### src/rtl/fb_reader.sv
// fb_reader: turns a stream of pixel addresses into AXI-lite reads of the
// SRAM frame buffer. It returns {addr, color, err} in request order on an
// output stream. One shared occupancy count of DEPTH bounds the reads that
// are in flight plus the reads that are buffered. Because of that bound,
// R beats can always be accepted.
module fb_reader #(
    parameter int PIXEL_BITS     = 12,
    parameter int AXI_ADDR_WIDTH = 20,
    parameter int AXI_DATA_WIDTH = 16,
    parameter int DEPTH          = 4
) (
    input  logic                      clk,
    input  logic                      reset,
    input  logic                      axi_tvalid,
    output logic                      axi_tready,
    input  logic [AXI_ADDR_WIDTH-1:0] addr,
    output logic                      pixel_tvalid,
    input  logic                      pixel_tready,
    output logic [AXI_ADDR_WIDTH-1:0] pixel_addr,
    output logic [PIXEL_BITS-1:0]     pixel_color,
    output logic                      pixel_err,
    output logic [AXI_ADDR_WIDTH-1:0] sram_axi_araddr,
    output logic                      sram_axi_arvalid,
    input  logic                      sram_axi_arready,
    input  logic [AXI_DATA_WIDTH-1:0] sram_axi_rdata,
    input  logic [1:0]                sram_axi_rresp,
    input  logic                      sram_axi_rvalid,
    output logic                      sram_axi_rready
);

    localparam int PW = $clog2(DEPTH);
    localparam int CW = PW + 1;

    logic [AXI_ADDR_WIDTH-1:0] addr_mem [DEPTH];
    logic [PIXEL_BITS:0]       data_mem [DEPTH];
    logic [PW-1:0]             awr_ptr;
    logic [PW-1:0]             dwr_ptr;
    logic [PW-1:0]             rd_ptr;
    logic [CW-1:0]             acount;
    logic [CW-1:0]             dcount;
    logic                      afull;
    logic                      ar_fire;
    logic                      r_push;
    logic                      pix_pop;

    // The address FIFO count doubles as the credit counter. When it is full,
    // requests are blocked. This holds even if a pixel leaves in the same cycle.
    assign afull            = (acount == CW'(DEPTH));
    assign sram_axi_araddr  = addr;
    assign sram_axi_arvalid = axi_tvalid & ~afull & ~reset;
    assign axi_tready       = sram_axi_arready & ~afull & ~reset;
    assign sram_axi_rready  = ~reset;
    assign ar_fire          = sram_axi_arvalid & sram_axi_arready;

    // An R beat with nothing outstanding (equal counts) is dropped.
    assign r_push  = sram_axi_rvalid & sram_axi_rready & (acount != dcount);
    assign pixel_tvalid = (dcount != '0);
    assign pix_pop = pixel_tvalid & pixel_tready;

    // Both FIFOs pop together, so they share one read pointer.
    assign pixel_addr = addr_mem[rd_ptr];
    assign {pixel_err, pixel_color} = data_mem[rd_ptr];

    // Address FIFO: push on the AR handshake, pop when a pixel is consumed
    always_ff @(posedge clk) begin
        if (reset) begin
            awr_ptr <= '0;
            acount  <= '0;
            for (int i = 0; i < DEPTH; i++) begin
                addr_mem[i] <= '0;
            end
        end else begin
            if (ar_fire) begin
                addr_mem[awr_ptr] <= addr;
                awr_ptr           <= awr_ptr + PW'(1);
            end
            if (ar_fire && !pix_pop) begin
                acount <= acount + CW'(1);
            end else if (!ar_fire && pix_pop) begin
                acount <= acount - CW'(1);
            end
        end
    end

    // Data FIFO: capture {err, color} from each accepted R beat
    always_ff @(posedge clk) begin
        if (reset) begin
            dwr_ptr <= '0;
            dcount  <= '0;
            for (int i = 0; i < DEPTH; i++) begin
                data_mem[i] <= '0;
            end
        end else begin
            if (r_push) begin
                data_mem[dwr_ptr] <= {(|sram_axi_rresp),
                                      sram_axi_rdata[AXI_DATA_WIDTH-1 -: PIXEL_BITS]};
                dwr_ptr           <= dwr_ptr + PW'(1);
            end
            if (r_push && !pix_pop) begin
                dcount <= dcount + CW'(1);
            end else if (!r_push && pix_pop) begin
                dcount <= dcount - CW'(1);
            end
        end
    end

    // Shared read pointer advances on every pixel handshake
    always_ff @(posedge clk) begin
        if (reset) begin
            rd_ptr <= '0;
        end else if (pix_pop) begin
            rd_ptr <= rd_ptr + PW'(1);
        end
    end

    // An R beat is only legal while a read is outstanding
    assert property (@(posedge clk) disable iff (reset)
                     !(sram_axi_rvalid && (acount == dcount)));

endmodule
### config.mk
export PLATFORM = sky130hd
export DESIGN_NAME = fb_reader
export DESIGN_NICKNAME = d
export VERILOG_FILES = /design/src/rtl/fb_reader.sv
export SDC_FILE = /design/constraint.sdc
export NUM_CORES = 1
export LEC_CHECK = 0
export ABC_AREA = 1
export CORE_MARGIN = 5
export CORE_UTILIZATION = 40
export DETAILED_ROUTE_END_ITERATION = 8
export PLACE_DENSITY_LB_ADDON = 0.12
export SLEW_MARGIN = 20
export SYNTH_ARGS = -nofsm -noshare
export SYNTH_HDL_FRONTEND = slang
export SYNTH_SLANG_ARGS = --single-unit
export TNS_END_PERCENT = 5
### constraint.sdc
create_clock -name clk -period 6.15 [get_ports clk]
set_input_delay 1.845 -clock clk [delete_from_list [all_inputs] [get_ports clk]]
set_output_delay 1.845 -clock clk [all_outputs]
set_load 0.02 [all_outputs]
### Word level (Yosys, flattened, before mapping)

Memory sizes are Yosys's and may differ from the RTL's. A register that Yosys moved wholly into a read port is not among the register bits.
Cells that the tools add are included.

* register bits after elaboration: 12
* output and inout bits: 57
* input port bits: 44
* memories: 2
* RAM bits: 132

Memories
* addr_mem: depth 4, bits a word 20, read ports 1, clocked after memory_dff 1, wr ports 4, line 34 `logic [AXI_ADDR_WIDTH-1:0] addr_mem [DEPTH];`
* data_mem: depth 4, bits a word 13, read ports 1, clocked after memory_dff 1, wr ports 4, line 35 `logic [PIXEL_BITS:0] data_mem [DEPTH];`

* add/sub/neg operators: 7
* bitwise operators: 10
* reductions and logical operators: 13
* mux-type cells: 22
* eq/ne operators: 2

Operators by type and width (count)
* 20-bit two-way mux: 1
* 20-bit OR reduction: 1
* 13-bit two-way mux: 1
* 13-bit OR reduction: 1
* 2-bit two-way mux: 6
* 3-bit two-way mux: 4
* 1-bit two-way mux: 10
* 1-bit AND: 8
* 2-bit by 1-bit adder with 2-bit output, second input constant: 3
* 3-bit by 1-bit adder with 3-bit output, second input constant: 2
* 3-bit by 1-bit subtractor with 3-bit output, second input constant: 2
* 1-bit logical AND: 4
* 2-bit nonzero test: 2
* 3-bit == test, second input constant: 1
* 1-bit zero test: 3
* 3-bit != test: 1
* 3-bit nonzero test: 1
* 1-bit NOT: 2
* 2-bit OR reduction: 1

### Logic depth before layout (Yosys ltp)

Gate-level depths: netlist of the first run.

* depth after elaboration: 10
* depth in mapped cells: 15
* gate-level depth less buffers: 14

### Worst setup path before layout of the first run

No wires, ideal clock.

* path type: input-to-output
* from: input reset
* to: output axi_tready
* cell stages on the path: 4
* arrival time: 2.764 ns
* path slack: 1.541 ns
* required time: 4.305 ns
* cells stage by stage: inv_1 -> clkbuf_1 -> nand2_1 -> nor2_1

* word-level cells in the longest chain between the ends: 2

Ends and longest elaborated chain
* start, declared: line 13 `input logic reset,`
* 1-bit NOT
* named net sram_axi_rready: line 28 `output logic sram_axi_rready`
* 1-bit AND: line 51 `assign axi_tready = sram_axi_arready & ~afull & ~reset;`
* end, declared: line 15 `output logic axi_tready,`

The timed path passes the listed nets, and every way through them passes these cells.

### Worst setup path in the final report of the first run

* from: input reset
* to: output axi_tready

* word-level cells in the longest chain between the ends: 2

Ends and longest elaborated chain (line)
* 1-bit NOT: 51
* 1-bit AND: 51

Every way passes these cells.

==> results of run 1 <==
layout make-up:
cell class	count	area, um2
clock buffer	18	429
clock inverter	13	191
fill	1444	7810
inverter	54	204
multi-input combinational	375	1760
sequential	146	4250
tap	216	270
timing repair buffer	105	1030
sequential cells by signal (all words and copies together) (netlist names), named ones only:
register / cells
rd_ptr: 2
dwr_ptr: 2
acount: 3
addr_mem: 80
awr_ptr: 2
dcount: 3
data_mem: 52
worst min-delay path, stage by stage (launching register included):
cell and delay [ns]:
dfxtp_1 0.31, inv_1 0.05, a21oi_1 0.06
kinds of logic (layout without fill, tap and decap cells):
group           count (synthesis)  in the layout  synth area share [%]
compound gates                123            123                  10.0
simple gates                  247            247                  15.8
flops                         146            146                  64.9
fa+ha+maj                       4              4                 0.995
buf+inv                       110            190                  8.19
xor+xnor                        1              1                 0.134
cell usage after synthesis, drive strengths merged:
library cell  number
edfxtp           132
nand4              3
nor2             182
o21ai             76
buf               33
clkbuf            23
inv               54
o22ai             33
xnor2              1
dfxtp             14
nand2             30
ha                 2
fa                 2
a21oi             14
nand3              8
nor3              24
where the power goes:
part	leakage (nW)	internal, mW	switching [mW]
Clock	0.300	0.710	0.381
Combinational	1.36	0.382	0.639
Sequential	1.48	1.22	0.0466
Total	3.13	2.31	1.07
worst paths after layout:
kind / endpoint / startpoint / depth (start not counted) / slack, ns
worst min register to register: flop / rd_ptr[1] / 2 / 0.47
worst max-delay path: axi_tready / reset / 5 / 1.0
worst min-delay path: flop / rd_ptr[1] / 2 / 0.47
worst max register to register: addr_mem[1][4] / acount[1] / 7 / 3.30
metal layers:
layer  GRT usage [%]  share of wire (%)  routed length (um)
met5               0                  0                   0
met4            5.43                1.3                 209
met3            3.52                5.2                 800
met1            21.6                 42                6510
met2            29.3                 52                8000
metrics by stage:
step	hold slack (ns)	std cells	total power, mW
5_1_grt	0.479	927	3.56
3_5_place_dp	0.457	896	2.32
3_3_place_gp	0.447	896	2.30
4_1_cts	0.465	927	3.41
2_1_floorplan	0.433	631	1.90
6_report	0.471	927	3.38
==> impl_metrics.csv, run 1 <==
group,metric,value,unit
run_status,status,"finished, final reports clean",
placement,io_buffers,96,
clock_network,clk_pin_slew,0.06,ns
layout,layout_common_cells,"nor2_1, edfxtp_1, clkdlybuf4s50_1",
drt,drt_pass1_iterations,5,
timing,setup_ws,0.996,ns
placement,place_area,7510,um2
layout,final_common_cell,"nor2_1",
logic_synthesis,synth_area_leader_cell,"edfxtp_1",
job,cap_violations,0,
floorplanning,pin_count,101,
floorplanning,start_util,41.0,%
timing,fin_tns_setup,0,ns
floorplanning,core,15900,um2
critical_path,cp_cell_sequence,"clkdlybuf4s50_1 > inv_1 > nand2_1 > nor2_1 > clkdlybuf4s50_1",
critical_path,crit_top_cell,"clkdlybuf4s50_1",
critical_path,cp-end-kind,"output pin",
floorplanning,die_height,138,um
placement,place_ws,0.984,ns
layout,final_util,51.0,%
clock_network,cts_inserted_buffers,17,
global_routing,overflow,0,
global_routing,grt_max_degree,67,
critical_path,critPathTopFamily,"buffers and inverters",
timing,hold_violations,0,
critical_path,startpoint_type,"input port",
placement,gp_congestion,0.740,
drt,finalWirelength,15500,um
timing,worst_slew_pin_slew,1.01,ns
logic_synthesis,synthCells,631,
clock_network,tritoncts,"built",
global_routing,track_usage,17.0,%
logic_synthesis,yosysSeqAreaShare,64.9,%
critical_path,cp.required,4.30,ns
timing,drv_slew,0,
timing,period_needed,5.15,ns
clock_network,clockBufferDepth,2,
timing,timing.slew.headroom,32.7,%
floorplanning,die_w,138,um
clock_network,clk_latency,0.41,ns
layout,drive_gt1_share,8.16,%
critical_path,cp_max_fo,6,
timing,fin_crit_sh,83.8,%
layout,diodes,0,
timing,fin_skew,0.00810,ns
clock_network,cts_root_buffer,"clkbuf_16",
global_routing,grt_pass1_vias,4728,
critical_path,crit_slowest_cell,"clkdlybuf4s50_1",
floorplanning,rows,46,
power_and_ir_drop,p_per_area,415,nW/um2
logic_synthesis,ys_types,24,
logic_synthesis,synthTopCellsByArea,"edfxtp_1, nor2_1, o21ai_0",
drt,drc_errors,0,
drt,vias,4675,
critical_path,path_class,"in2out",
critical_path,cp.arrival,3.31,ns
clock_network,holdBufCountCts,0,
global_routing,grt_pass1_wl,24500,um
clock_network,cts_setup_buffers,0,
placement,hpwl,9240,um
clock_network,cts_resized,0,
logic_synthesis,ys_warn_count,0,
layout,syn_to_final_growth,24.3,%
logic_synthesis,synth_top_area_share,60.6,%
drt,ant_nets,0,
drt,wl_per_cell,16.7,um
critical_path,max_stage_delay,0.61,ns
logic_synthesis,synth_fp_nets,679,
logic_synthesis,synth_seq_cells,146,
drt,drt-initial-drc-count,315,
clock_network,htreeDepth,4,
floorplanning,die-area,19000,um2
layout,stdcell_area,8130,um2
timing,setup_viol,0,
power_and_ir_drop,peakVddDrop,0.206,mV
power_and_ir_drop,leakagePower,3.13,nW
clock_network,cts.sinks,146,
timing,rsz0062_at_grt,"false",
logic_synthesis,mappedNetlistArea,6540,um2
global_routing,antenna_found_initial,0,
drt,via_per_inst,5.04,
min_path,worst_hold_path_type,"reg2reg",
critical_path,crit_buf_inv,3,
layout,fin_nets,747,
logic_synthesis,avgSynthCellArea,10.4,um2
timing,fmax,194,MHz
(Power assumes the default switching activity.)
==> run 2, diff against run 1 <==
==> constraint.sdc (replaced) <==
create_clock -name clk -period 4.15 [get_ports clk]
set_input_delay 1.245 -clock clk [delete_from_list [all_inputs] [get_ports clk]]
set_output_delay 1.245 -clock clk [all_outputs]
set_load 0.02 [all_outputs]
==> run 2 against run 1 <==
Core utilization up 0.80 points. Hold slack worse by 0.011 ns. Sequential power up 48%. Count of clock-buffer cells in the layout unchanged. Critical endpoint unchanged. Largest cell class unchanged.
==> impl_metrics.csv, run 2 (synthesis results as in run 1) <==
group,metric,value,unit
timing,fin_tns_setup,0,ns
power_and_ir_drop,leakagePower,3.20,nW
clock_network,cts.sinks,146,
layout,syn_to_final_growth,26.3,%
layout,n_fill_cell,1444,
critical_path,crit_buf_inv,3,
global_routing,grt_pass1_wl,23800,um
critical_path,critPathTopFamily,"buffers and inverters",
clock_network,cts_inserted_buffers,17,
layout,reg_top3,"addr_mem: 80 flops, data_mem: 52 flops",
critical_path,crit_top_cell,"clkdlybuf4s50_1",
drt,wl_per_cell,16.4,um
floorplanning,die-area,19000,um2
critical_path,cp.arrival,2.61,ns
drt,drt-initial-drc-count,330,
layout,drive_gt1_share,10.1,%
critical_path,cp_max_fo,6,
critical_path,startpoint_type,"input port",
clock_network,holdBufCountCts,0,
timing,setup_viol,0,
placement,io_buffers,96,
drt,via_per_inst,4.97,
floorplanning,start_util,41.0,%
power_and_ir_drop,p_per_area,615,nW/um2
layout,fin_nets,758,
timing,fin_crit_sh,92.8,%
timing,timing.slew.headroom,55.5,%
layout,top_register,"addr_mem",
clock_network,clk_pin_slew,0.06,ns
placement,hpwl,9080,um
timing,fin_skew,0.00464,ns
timing,period_needed,3.85,ns
floorplanning,die_height,138,um
drt,vias,4669,
drt,ant_nets,0,
global_routing,track_usage,16.7,%
clock_network,clk_latency,0.42,ns
job,cap_violations,0,
drt,drc_errors,0,
min_path,hp-start,"rd_ptr[1]",
layout,layout_common_cells,"nor2_1, edfxtp_1, clkdlybuf4s50_1",
drt,finalWirelength,15400,um
clock_network,cts_setup_buffers,0,
global_routing,antenna_found_initial,0,
drt,drt_pass1_iterations,4,
floorplanning,die_w,138,um
floorplanning,core,15900,um2
run_status,status,"finished, final reports clean",
placement,gp_congestion,0.746,
critical_path,cp_cell_sequence,"clkdlybuf4s50_1 > inv_1 > nand2_1 > nor2_1 > clkdlybuf4s50_1",
critical_path,path_class,"in2out",
layout,final_common_cell,"nor2_1",
layout,diodes,0,
critical_path,reg2reg_slack,2.06,ns
clock_network,htreeDepth,4,
power_and_ir_drop,power,5.08,mW
global_routing,grt_pass1_vias,4648,
timing,fmax,260,MHz
global_routing,overflow,0,
timing,rsz0062_at_grt,"false",
timing,worst_slew_pin_slew,0.666,ns
timing,hold_violations,0,
critical_path,reg2reg_from,"acount[0]",
critical_path,cp-end-kind,"output pin",
min_path,worst_hold_path_type,"reg2reg",
critical_path,r2r_end,"addr_mem[3][16]",
critical_path,crit_slowest_cell,"clkdlybuf4s50_1",
global_routing,grt_max_degree,67,
power_and_ir_drop,peakVddDrop,0.321,mV
min_path,hold_path_depth,2,
layout,largest_reg_flops,80,
clock_network,cts_root_buffer,"clkbuf_16",
floorplanning,pin_count,101,
timing,drv_slew,0,
clock_network,clockBufferDepth,2,
critical_path,max_stage_delay,0.61,ns
clock_network,cts_resized,0,
critical_path,worst-r2r-cell-count,8,
critical_path,cp.required,2.90,ns
clock_network,tritoncts,"built",
floorplanning,rows,46,
[run 2: cell types whose count changed in the layout (fill, tap and decap cells not counted)]
cell        change
clkinvlp_4      +2
clkinv_1        -3
buf_4           +9
buf_12          +2
clkinv_2        -1
inv_2           +1
clkinv_4        +2
[run 2: worst min-delay path, cell delays in order, from the launching register on]
cell and delay, ns:
dfxtp_1 0.31, inv_1 0.05, a21oi_1 0.06
[run 2: cell type report]
class,instances,area [um2],share of cell area [%]
Clock inverter,14,213,2.57
Clock buffer,18,429,5.20
Sequential cell,146,4250,51.4
Timing Repair Buffer,116,1140,13.8
Inverter,54,203,2.45
Tap cell,216,270,3.27
Multi-Input combinational cell,375,1760,21.4
[run 2: per-stage QoR]
step	util (%)	hold WS (ns)	area [um2]	worst slack (ns)	std cells
after floorplan	-	0.433	6540	0.741	631
after global placement	47.8	0.452	7620	0.284	907
after detailed placement	47.8	0.456	7620	0.305	907
after CTS	51.8	0.465	8260	0.302	939
after global routing	51.8	0.485	8260	0.221	939
final	51.8	0.460	8260	0.299	939
[run 2: report_power, final]
group / switching [mW] / internal (mW)
Sequential: 0.0679 / 1.80
Combinational: 0.950 / 0.602
Clock: 0.592 / 1.06
[run 2: worst max-delay path by stage]
| stage | startpoint | to | depth (start not counted) |
|---|---|---|---|
| final | reset | axi_tready | 5 |
| after detailed placement | reset | axi_tready | 5 |
| after floorplan | reset | axi_tready | 4 |
| after global routing | reset | axi_tready | 5 |
| after global placement | reset | axi_tready | 5 |
| after CTS | reset | axi_tready | 5 |
[run 2: routing by layer]
layer	wire [um]	vias up	GRT usage (%)
li1	-	2299	-
met5	0	-	0
met3	759	12	3.77
met1	6930	2245	21.6
met4	184	0	6.48
met2	7500	113	27.4
